[src/rtl/mux_4to1_scanner.sv]
// Scan sequencer for a 4-to-1 mux. It walks the enabled channels in ascending order,
// holds each one for DWELL cycles, and captures y into sample on the last dwell cycle.
module mux_4to1_scanner #(
  parameter int unsigned DWELL = 4,
  parameter int unsigned CNT_W = 4
) (
  input  logic       clk,
  input  logic       rst,
  input  logic       start,
  input  logic [3:0] mask,
  input  logic       y,
  output logic [1:0] sel,
  output logic       busy,
  output logic [3:0] sample,
  output logic       done
);

  localparam logic [CNT_W-1:0] LAST = CNT_W'(DWELL - 1);

  typedef enum logic {
    IDLE,
    SCAN
  } state_t;

  state_t           state, state_n;
  logic [CNT_W-1:0] cnt, cnt_n;
  logic [3:0]       mask_q, mask_n;
  logic [1:0]       sel_n;
  logic             busy_n;
  logic [3:0]       sample_n;
  logic             done_n;

  logic [1:0]       first_ch;
  logic [1:0]       next_ch;
  logic             has_next;

  // Lowest enabled channel of the incoming mask.
  always_comb begin
    first_ch = 2'd0;
    for (int n = 3; n >= 0; n--) begin
      if (mask[n]) first_ch = 2'(n);
    end
  end

  // Lowest enabled channel strictly above the current selection. No wrap-around.
  always_comb begin
    has_next = 1'b0;
    next_ch  = sel;
    for (int n = 3; n >= 0; n--) begin
      if (mask_q[n] && (n > int'(sel))) begin
        has_next = 1'b1;
        next_ch  = 2'(n);
      end
    end
  end

  always_ff @(posedge clk) begin
    if (rst) begin
      state  <= IDLE;
      cnt    <= '0;
      mask_q <= 4'b0000;
      sel    <= 2'd0;
      busy   <= 1'b0;
      sample <= 4'b0000;
      done   <= 1'b0;
    end else begin
      state  <= state_n;
      cnt    <= cnt_n;
      mask_q <= mask_n;
      sel    <= sel_n;
      busy   <= busy_n;
      sample <= sample_n;
      done   <= done_n;
    end
  end

  always_comb begin
    state_n  = state;
    cnt_n    = cnt;
    mask_n   = mask_q;
    sel_n    = sel;
    busy_n   = busy;
    sample_n = sample;
    done_n   = 1'b0;
    case (state)
      IDLE: begin
        if (start) begin
          sample_n = 4'b0000;
          if (mask != 4'b0000) begin
            mask_n  = mask;
            sel_n   = first_ch;
            cnt_n   = '0;
            busy_n  = 1'b1;
            state_n = SCAN;
          end else begin
            done_n = 1'b1;
          end
        end
      end
      SCAN: begin
        if (cnt == LAST) begin
          sample_n[sel] = y;
          cnt_n         = '0;
          if (has_next) begin
            sel_n = next_ch;
          end else begin
            busy_n  = 1'b0;
            done_n  = 1'b1;
            state_n = IDLE;
          end
        end else begin
          cnt_n = cnt + CNT_W'(1);
        end
      end
      default: state_n = IDLE;
    endcase
  end

endmodule

[config.mk]
export PLATFORM = sky130hd
export DESIGN_NAME = mux_4to1_scanner
export DESIGN_NICKNAME = d
export VERILOG_FILES = /design/src/rtl/mux_4to1_scanner.sv
export SDC_FILE = /design/constraint.sdc
export NUM_CORES = 1
export LEC_CHECK = 0
export CAP_MARGIN = 15
export CORE_ASPECT_RATIO = 1.1
export CORE_UTILIZATION = 43
export DETAILED_ROUTE_END_ITERATION = 16
export PLACE_DENSITY = 0.8
export RECOVER_POWER = 100
export SYNTH_ARGS = -nofsm -noshare
export SYNTH_HDL_FRONTEND = slang
export SYNTH_SLANG_ARGS = --single-unit
[constraint.sdc]
create_clock -name clk -period 1.4 [get_ports clk]
set_input_delay 0.28 -clock clk [delete_from_list [all_inputs] [get_ports clk]]
set_output_delay 0.28 -clock clk [all_outputs]
set_load 0.005 [all_outputs]
==> metrics.txt <==
status finished with violations; failing checks setup timing; fin area 1160 µm²; Yosys top cell area share roughly 41%; Starting Density between 40% and 50%; number of enable flip-flop cells after synthesis 0; clock sinks 16; number of fill cells 125; Max-Cap Viols 0; YS warnings 0; grt ovf 0; top_reg_cell synth dfxtp_1; Period Utilization, post-route 101%; nets 133; wire length per cell between 10 and 15 µm; CP top delay family flip-flops; total CTS buffers 3; area post-placement between 1000 and 1500 µm²; Sw Share 26.1%; Max IR drop VDD 0.626 mV; final setup TNS -0.0134 ns; final hold violations 0; Crit Reg-Reg Endpoint sel[0]; initial antenna violation count 0; die width 42.5 µm; Synth area leader dfxtp_1; CP Launch Type flop; setup violators final 1; # DRC 0; IO buf count 15; CTS Hold Bufs 0; layout cells sized above 1 40.7%; via count 776; placed instance count 133; Worst Setup SP cnt[0]; Root Driver clkbuf_4; Crit path depth 5; Final min period 1.41 ns; register area share after synthesis 41.3%; Die Y roughly 47 µm; Hold Crit Class in2reg; Skew-Pair Late Insertion Delay about 0.29 ns; CTS max path bufs 2; total power 0.997 mW; ys async rst share 0%; Clk pwr share 31.6%; Final ANT Viol Nets 0; Syn Area/Cell 8.82 µm²; worst path cell trace ha_4 > and4bb_2 > a21oi_2 > a31o_2 > mux2_4; Leak between 0.5 and 0.6 nW; largest cells by area after synthesis dfxtp_1, nand2_1, nor2_1, a22oi_1, a21oi_1; RePlAce Congestion 0.881; Clock Skew between 0.0007 and 0.0008 ns; max-slew violation count 0; DRT Pass-1 Iters 4; sequential share of power 48.9%; initial drt markers 23; R2R Path Start cnt[0]; CTS tree built; Final HPWL DP 1290 µm; slowest CP cell dfxtp_2; final WL between 1500 and 2000 µm; first-pass GRT wire length slightly above 3000 µm; Netlist cell types 32; # rows 15; total track usage around 22%; Buf/Inv on CP 0; FF+latch count, synth 16; vias in the first global route 724; H-tree Lvls 1; Required @ worst endpoint 1.59 ns; Worst Setup Path Type reg2reg; commonest non-fill, non-tap cell in the layout buf_4; CP endpoint sel[0]; I/O Pins 16; worst path arrival time 1.61 ns; area delta synth->final 49.2%; core area between 1500 and 2000 µm²; Slew @ Worst Pin 0.220 ns; Layout Cells excl Fill 140; Synth Cell Area 776 µm²; Worst R2R Path Depth 5; Worst Slack Setup Final -0.0134 ns; RSZ-0062 raised after global routing yes; Comb pwr share 19.5%; antenna cells 0; P_int 0.736 mW; Worst setup EP type flop; most frequent cells in the layout buf_4, nand2_1, nor2_1; clock slew at reported path FFs 0.10 ns; Reg2Reg Setup Slack -0.01 ns; WHS Path Cells 4; Setup WS pre-CTS -0.575 ns; largest net degree at the start of global routing 10; Worst slew margin a little under nine tenths; Fmax achieved 0.708 GHz; syn_nets slightly below 100; routed vias/inst 5.54; die outline area just under 2000 µm²; cell count after synthesis 88; net switching power ~0.26 mW; Pwr Density roughly 860 nW/µm²; crit-path max FO 2; critical path's largest stage delay roughly 0.37 ns
-- sequential cells by signal (all words and copies together), names as in the netlist --
| name | count |
|---|---|
| cnt | 4 |
| mask_q | 3 |
| busy | 1 |
| state | 1 |
| sel | 2 |
| done | 1 |
| sample | 4 |
-- layout make-up --
| type | instances | area (µm²) | share of cell area, % |
|---|---|---|---|
| Clock buffer | 4 | 36.3 | 3.14 |
| Inverter | 3 | 11.3 | 0.973 |
| Multi-Input combinational cell | 64 | 448 | 38.7 |
| Sequential cell | 16 | 337 | 29.1 |
| Tap cell | 17 | 21.3 | 1.84 |
| Timing Repair Buffer | 36 | 304 | 26.3 |
-- metrics by stage --
stage / hold slack (ns) / util [%]
5_1_grt: 0.406 / 70.9
3_3_place_gp: 0.447 / 65.6
4_1_cts: 0.378 / 70.0
3_5_place_dp: 0.452 / 65.6
6_report: 0.368 / 70.9
2_1_floorplan: 0.436 / -
-- power by group through the flow --
stage / logic, mW / clock network (mW) / registers [mW]
after global routing: 0.215 / 0.340 / 0.490
after CTS: 0.192 / 0.314 / 0.486
final: 0.194 / 0.315 / 0.487
after floorplan: 0.0912 / 0 / 0.498
after detailed placement: 0.182 / 0 / 0.500
after global placement: 0.176 / 0 / 0.500
-- synth_stat cells (2+ instances only) --
cell type / n
clkbuf_1: 3
a22oi_1: 4
nand2b_1: 2
a21oi_1: 5
o31ai_1: 2
dfxtp_1: 16
inv_1: 2
nand3_1: 4
nor2b_1: 3
mux2i_1: 2
o211ai_1: 2
nand2_1: 11
o21ai_0: 3
nor2_1: 10
a31o_2: 2
-- repair_timing --
item | CTS | global route
setup endpoints to repair | 18 | 10
setup buffers | 3 | 0
pin swaps | 2 | 1
resized for setup | 23 | 7
-- worst min-delay path: cells and delay by family --
kind	cells	cell delay, ns
buffers and inverters	2	0.19
AO/OA/AOI/OAI	1	0.07
AND/OR/NAND/NOR	1	0.08
-- cells by family (layout without fill, tap and decap cells) --
| family | count (synthesis) | after routing | synth area share, % |
|---|---|---|---|
| buffers and inverters | 8 | 43 | 4.03 |
| adders and majority gates | 1 | 1 | 1.61 |
| AOI/OAI and AO/OA | 26 | 26 | 26.6 |
| and+or+nand+nor | 34 | 34 | 21.9 |
| muxes | 3 | 3 | 4.52 |
| DFF | 16 | 16 | 41.3 |
-- metal layers --
| metal | global-route usage [%] | share of wire, % | routed length [µm] | up-vias |
|---|---|---|---|---|
| met5 | 0 | 0 | 0 | - |
| li1 | - | - | - | 387 |
| met4 | 11.3 | 2.5 | 45 | 0 |
| met3 | 5.10 | 3.8 | 68 | 5 |
| met2 | 37.8 | 48 | 877 | 20 |
| met1 | 25.5 | 45 | 817 | 364 |
-- how the worst min path moves through the flow --
| stage | endpoint | start | slack (ns) |
|---|---|---|---|
| floorplan | sample[0] | y | 0.44 |
| global placement | sample[0] | sample[0] | 0.45 |
| detailed placement | sample[0] | sample[0] | 0.45 |
| CTS | mask_q[2] | mask[2] | 0.38 |
| global route | mask_q[2] | mask[2] | 0.41 |
| finish | mask_q[2] | mask[2] | 0.37 |
No activity file was read; power rests on OpenSTA's default activity.
